## src/rtl/mem_arbiter_if.sv

```systemverilog
// mem_arbiter_if: cache miss ports and shared RAM port bundled for the arbiter
interface mem_arbiter_if #(
  parameter int ADDR_W = 32,
  parameter int DATA_W = 32
);
  logic              iREN;
  logic [ADDR_W-1:0] iaddr;
  logic [DATA_W-1:0] iload;
  logic              iwait;
  logic              dREN;
  logic              dWEN;
  logic [ADDR_W-1:0] daddr;
  logic [DATA_W-1:0] dstore;
  logic [DATA_W-1:0] dload;
  logic              dwait;
  logic              ramREN;
  logic              ramWEN;
  logic [ADDR_W-1:0] ramaddr;
  logic [DATA_W-1:0] ramstore;
  logic [DATA_W-1:0] ramload;
  logic              ramready;
  logic [1:0]        owner;
  modport master (
    input  iREN, iaddr, dREN, dWEN, daddr, dstore, ramload, ramready,
    output iload, iwait, dload, dwait, ramREN, ramWEN, ramaddr, ramstore, owner
  );
  modport slave (
    output iREN, iaddr, dREN, dWEN, daddr, dstore, ramload, ramready,
    input  iload, iwait, dload, dwait, ramREN, ramWEN, ramaddr, ramstore, owner
  );
endinterface

```

## src/rtl/mem_arbiter.sv

```systemverilog
// mem_arbiter: serialises icache/dcache word accesses onto one RAM port, data first with bounded starvation
module mem_arbiter #(
  parameter int STARVE_MAX = 4
) (
  input logic          CLK,
  input logic          nRST,
  mem_arbiter_if.master bus
);
  typedef enum logic [1:0] {IDLE, I_ACC, D_ACC} state_t;
  state_t     state_q, state_d;
  logic [3:0] starve_cnt_q, starve_cnt_d;
  logic       dreq;
  always_ff @(posedge CLK) begin
    if (!nRST) begin
      state_q      <= IDLE;
      starve_cnt_q <= '0;
    end else begin
      state_q      <= state_d;
      starve_cnt_q <= starve_cnt_d;
    end
  end
  // completions are suppressed while reset is asserted so no wait pulse escapes
  always_comb begin
    dreq         = bus.dREN | bus.dWEN;
    state_d      = state_q;
    starve_cnt_d = starve_cnt_q;
    bus.iload    = '0;
    bus.iwait    = 1'b1;
    bus.dload    = '0;
    bus.dwait    = 1'b1;
    bus.ramREN   = 1'b0;
    bus.ramWEN   = 1'b0;
    bus.ramaddr  = '0;
    bus.ramstore = '0;
    bus.owner    = 2'b00;
    case (state_q)
      IDLE: begin
        if (dreq && (!bus.iREN || starve_cnt_q < 4'(STARVE_MAX))) begin
          state_d      = D_ACC;
          starve_cnt_d = bus.iREN ? starve_cnt_q + {3'b0, starve_cnt_q != 4'hf} : starve_cnt_q;
        end else begin
          state_d      = bus.iREN ? I_ACC : IDLE;
          starve_cnt_d = '0;
        end
      end
      I_ACC: begin
        bus.owner   = 2'b01;
        bus.ramREN  = bus.iREN;
        bus.ramaddr = bus.iaddr;
        bus.iwait   = !(bus.iREN && bus.ramready && nRST);
        bus.iload   = !bus.iwait ? bus.ramload : '0;
        state_d     = (!bus.iREN || bus.ramready) ? IDLE : I_ACC;
      end
      D_ACC: begin
        bus.owner    = 2'b10;
        bus.ramREN   = bus.dREN & !bus.dWEN;
        bus.ramWEN   = bus.dWEN;
        bus.ramaddr  = bus.daddr;
        bus.ramstore = bus.dstore;
        bus.dwait    = !(dreq && bus.ramready && nRST);
        bus.dload    = (!bus.dwait && !bus.dWEN) ? bus.ramload : '0;
        state_d      = (!dreq || bus.ramready) ? IDLE : D_ACC;
      end
      default: state_d = IDLE;
    endcase
  end
endmodule

```

## src/flat_wrapper.sv

```systemverilog
// flat-port wrapper written by rule: the top's interface ports become plain ports
module mem_arbiter_flat 
#(
  parameter int STARVE_MAX = 4
)
  (CLK, nRST, bus_iREN, bus_iaddr, bus_dREN, bus_dWEN, bus_daddr, bus_dstore, bus_ramload, bus_ramready, bus_iload, bus_iwait, bus_dload, bus_dwait, bus_ramREN, bus_ramWEN, bus_ramaddr, bus_ramstore, bus_owner);
  mem_arbiter_if #(.ADDR_W(32), .DATA_W(32)) bus_i ();
  input logic CLK;
  input logic nRST;
  input wire logic [$bits(bus_i.iREN)-1:0] bus_iREN;
  input wire logic [$bits(bus_i.iaddr)-1:0] bus_iaddr;
  input wire logic [$bits(bus_i.dREN)-1:0] bus_dREN;
  input wire logic [$bits(bus_i.dWEN)-1:0] bus_dWEN;
  input wire logic [$bits(bus_i.daddr)-1:0] bus_daddr;
  input wire logic [$bits(bus_i.dstore)-1:0] bus_dstore;
  input wire logic [$bits(bus_i.ramload)-1:0] bus_ramload;
  input wire logic [$bits(bus_i.ramready)-1:0] bus_ramready;
  output wire logic [$bits(bus_i.iload)-1:0] bus_iload;
  output wire logic [$bits(bus_i.iwait)-1:0] bus_iwait;
  output wire logic [$bits(bus_i.dload)-1:0] bus_dload;
  output wire logic [$bits(bus_i.dwait)-1:0] bus_dwait;
  output wire logic [$bits(bus_i.ramREN)-1:0] bus_ramREN;
  output wire logic [$bits(bus_i.ramWEN)-1:0] bus_ramWEN;
  output wire logic [$bits(bus_i.ramaddr)-1:0] bus_ramaddr;
  output wire logic [$bits(bus_i.ramstore)-1:0] bus_ramstore;
  output wire logic [$bits(bus_i.owner)-1:0] bus_owner;
  assign bus_i.iREN = bus_iREN;
  assign bus_i.iaddr = bus_iaddr;
  assign bus_i.dREN = bus_dREN;
  assign bus_i.dWEN = bus_dWEN;
  assign bus_i.daddr = bus_daddr;
  assign bus_i.dstore = bus_dstore;
  assign bus_i.ramload = bus_ramload;
  assign bus_i.ramready = bus_ramready;
  assign bus_iload = bus_i.iload;
  assign bus_iwait = bus_i.iwait;
  assign bus_dload = bus_i.dload;
  assign bus_dwait = bus_i.dwait;
  assign bus_ramREN = bus_i.ramREN;
  assign bus_ramWEN = bus_i.ramWEN;
  assign bus_ramaddr = bus_i.ramaddr;
  assign bus_ramstore = bus_i.ramstore;
  assign bus_owner = bus_i.owner;
  mem_arbiter #(.STARVE_MAX(STARVE_MAX)) u_core (.CLK(CLK), .nRST(nRST), .bus(bus_i));
endmodule
```

## config.mk

```make
export PLATFORM = sky130hd
export DESIGN_NAME = mem_arbiter_flat
export DESIGN_NICKNAME = d
export VERILOG_FILES = /design/src/rtl/mem_arbiter_if.sv /design/src/rtl/mem_arbiter.sv /design/src/flat_wrapper.sv
export SDC_FILE = /design/constraint.sdc
export NUM_CORES = 1
export LEC_CHECK = 0
export ABC_CLOCK_PERIOD_IN_PS = 1900
export CORE_AREA = 2 2 104 106
export DETAILED_ROUTE_END_ITERATION = 6
export DIE_AREA = 0 0 106 108
export SLEW_MARGIN = 20
export SYNTH_ARGS = -nofsm -noshare
export SYNTH_HDL_FRONTEND = slang
export SYNTH_SLANG_ARGS = --single-unit
```

## constraint.sdc

```tcl
create_clock -name CLK -period 1.9 [get_ports CLK]
set_input_delay 0.38 -clock CLK [delete_from_list [all_inputs] [get_ports CLK]]
set_output_delay 0.38 -clock CLK [all_outputs]
set_load 0.005 [all_outputs]
```

==> results of run 1 <==
==> synth_stat cells <==
| library cell | instances | share of area, % |
|---|---|---|
| nand3b_1 | 2 | 0.96 |
| nor2_2 | 2 | 0.80 |
| o21bai_1 | 1 | 0.48 |
| o31ai_1 | 1 | 0.48 |
| nand2b_1 | 1 | 0.40 |
| dfxtp_1 | 6 | 7.7 |
| o22ai_1 | 2 | 0.80 |
| and3_1 | 1 | 0.40 |
| nor4b_1 | 1 | 0.56 |
| nand2_1 | 8 | 1.9 |
| or3b_2 | 1 | 0.56 |
| nor2b_1 | 33 | 13 |
| a31oi_1 | 2 | 0.80 |
| clkbuf_1 | 10 | 2.4 |
| ha_1 | 7 | 5.6 |
| or4_4 | 1 | 0.72 |
| inv_1 | 3 | 0.72 |
| buf_2 | 4 | 1.3 |
| o211ai_1 | 1 | 0.48 |
| a21boi_0 | 1 | 0.48 |
| a22oi_1 | 32 | 15 |
| nor2_1 | 5 | 1.2 |
| and2_2 | 1 | 0.48 |
| a21oi_1 | 2 | 0.64 |
| nand4_1 | 1 | 0.40 |
| o21ai_0 | 1 | 0.32 |
| clkbuf_2 | 7 | 2.2 |
| and2_1 | 97 | 39 |
==> power by group through the flow <==
stage	Combinational (mW)	Sequential [mW]	Clock (mW)
final	0.932	0.139	0.186
after CTS	0.856	0.139	0.192
after global placement	0.730	0.138	0
after detailed placement	0.737	0.139	0
after floorplan	0.206	0.138	0
after global routing	0.990	0.140	0.202
==> worst min-delay path: stages, from the launching register on <==
cell	delay (ns)
dfxtp_1	0.33
nand2_1	0.07
o22ai_1	0.07
==> cell families (layout without fill, tap and decap cells) <==
kind of cell,count (synthesis),in the layout,synth area share (%)
compound gates,43,43,19.81
buf+inv,24,322,6.629
fa+ha+maj,7,7,5.591
simple gates,154,154,60.30
flops,6,6,7.668
==> routing by layer <==
layer,vias up,part of all wire [%]
met5,-,0
met4,0,0.54
met3,4,8.1
met2,174,54
met1,1315,37
li1,1375,-
==> cell type report <==
type                       count  area [µm²]
sequential                     6       125.1
timing repair buffer         316        3149
multi-input combinational    204        1749
inverter                       3       13.76
clock buffer                   3       41.29
tap                          136       170.2
fill                         994        4982
==> worst max path at each step <==
stage                 startpoint            end  cells past startpoint
5_1_grt        u_core.state_q[0]  bus_dload[28]                      9
2_1_floorplan  u_core.state_q[1]  bus_iload[22]                      7
6_report       u_core.state_q[0]  bus_dload[25]                      9
3_5_place_dp            bus_dWEN  bus_dload[13]                      6
4_1_cts        u_core.state_q[0]   bus_iload[2]                      9
3_3_place_gp        bus_ramready   bus_dload[7]                      6
==> repair_timing <==
| action | 4_1_cts | 5_1_grt |
|---|---|---|
| endpoints found under the setup margin | 133 | 105 |
| cloned | 7 | 4 |
| setup buffers | 27 | 6 |
| resized for setup | 445 | 173 |
| pin swaps | 20 | 27 |
==> stage by stage <==
stage / hold WS, ns / area, µm²
after global routing: 0.5514 / 5249
final: 0.5217 / 5249
after global placement: 0.4793 / 4514
after floorplan: 0.4639 / 1567
after CTS: 0.5182 / 4941
after detailed placement: 0.5132 / 4514
==> registers in the layout (all words and copies together) (netlist names) <==
| signal | count |
|---|---|
| u_core.state_q | 2 |
| u_core.starve_cnt_q | 4 |
==> impl_metrics.yaml, run 1 <==
clocking:
  htreeDepth: 1
  clkSinkCount: 6
  cts_tree: "done"
  cts-root-buf: "clkbuf_8"
  cts_buffer_depth: 2
  path_clk_slew_ns: 0.04
  clock_latency_ns: 0.22
  cts_buffers: 3
  holdBufCountCts: 0
sta:
  clock.fmax_ghz: 0.5002
  setup_violations: 50
  setup_tns_ns: -1.278
  hold_viol: 0
  fin_skew_ns: 0.002043
  worst_slew_pin_slew_ns: 0.2635
  slew_headroom_pct: 82.18
  fin_crit_sh_pct: 105.2
  min_period_ns: 1.999
  slew_violations: 0
  setup_slack_ns: -0.09903
  rsz0062_at_grt: "true"
worst_setup_path:
  path_class: "reg2out"
  cp_data_arrival_time_ns: 1.62
  r2r_end: "u_core.starve_cnt_q[0]"
  r2r_slack_ns: 0.44
  crit_fanout: 7
  worst-path-buf-inv: 5
  critical_path.top_delay_family: "buffers and inverters"
  path_cells: "inv_2 > ha_4 > nand3b_1 > nor2_4 > buf_6 > buf_12 > buf_6 > and2_4 > buf_6"
  slowest_delay_ns: 0.32
  cp_slowest_cell: "dfxtp_2"
  endpoint_kind: "primary output"
  cpMostUsedCell: "buf_6"
  ff2ff_path_depth: 6
  critical_path_required_ns: 1.52
  cp-start-kind: "flop"
  r2r-start: "u_core.state_q[1]"
grt:
  grt_first_pass_wirelength_um: 15640
  grt_use_total_pct: 17.06
  top_usage_layer: "met2"
  overflow: 0
  groute.layer.met1.usage_pct: 18.14
  met2_usage_pct: 34.98
  grt_max_degree: 34
  use_met3_pct: 3.556
  grt_pass1_vias: 2918
  antenna_found_initial: 0
floorplan:
  die_w_um: 106
  die_area_um2: 11450
  io_pins: 268
  coreArea_um2: 10230
  rows: 37
  start_util_pct: 15.31
  fp.dieH_um: 108
layout:
  antenna_cells: 0
  fin_nets: 675
  layout_common_cells: "clkdlybuf4s50_1, buf_6, and2_1, and2_4, buf_2"
  drive_gt1_share_pct: 47.74
  fin_util_pct: 51.30
  layoutNonFillerInstCount: 668
  layout_commonest_cell: "clkdlybuf4s50_1"
  area_delta_synth_final_pct: 235.1
power_and_ir_drop:
  p_int_uw: 886.5
  peakVddDrop_mv: 0.1333
  clkPwrFrac_pct: 14.8
  p_leak_nw: 2.431
  netSwitchingPower_uw: 370.5
  power.share.combinational_pct: 74.1
  post-layout-total-power_mw: 1.257
  cellPowerDensity_nw_per_um2: 239.5
  p_seq_share_pct: 11.1
  sw_frac_of_total_pct: 29.48
hold_path:
  worstHoldPathCells: 2
  min_to: "u_core.starve_cnt_q[1]"
  min-delay-path-class: "reg2reg"
  hp-start: "u_core.starve_cnt_q[1]"
routing:
  dr_total_vias: 2868
  viasPerCell: 4.293
  routed_wirelength_um: 10980
  drc: 0
  dr.pass1.iters: 4
  wl_per_cell_um: 16.44
  drt_iter0_markers: 84
  antenna_left: 0
placement:
  dp_hpwl_um: 7692
  port_buffers: 267
  place_congestion: 0.7978
  place_inst: 632
  pre_cts_slack_ns: -0.4903
logic_synthesis:
  synthCells: 234
  yosysUniqueCellTypes: 28
  syn_area_um2: 1567
  ys_seq_elements: 6
  syn_area_per_cell_um2: 6.694
  yosysSeqAreaShare_pct: 7.668
  syn_nets: 375
  ys_warn_count: 0
status:
  violations: "setup timing"
  status: "finished with violations"
job:
  maxCapViolCount: 0
(Power assumes the default switching activity.)
==> inputs of run 2 (changes only) <==
Settings changed: HOLD_SLACK_MARGIN set to 0.05.
==> results of run 2 <==
No change in the layout: final DEF, timing and power equal those of run 1.
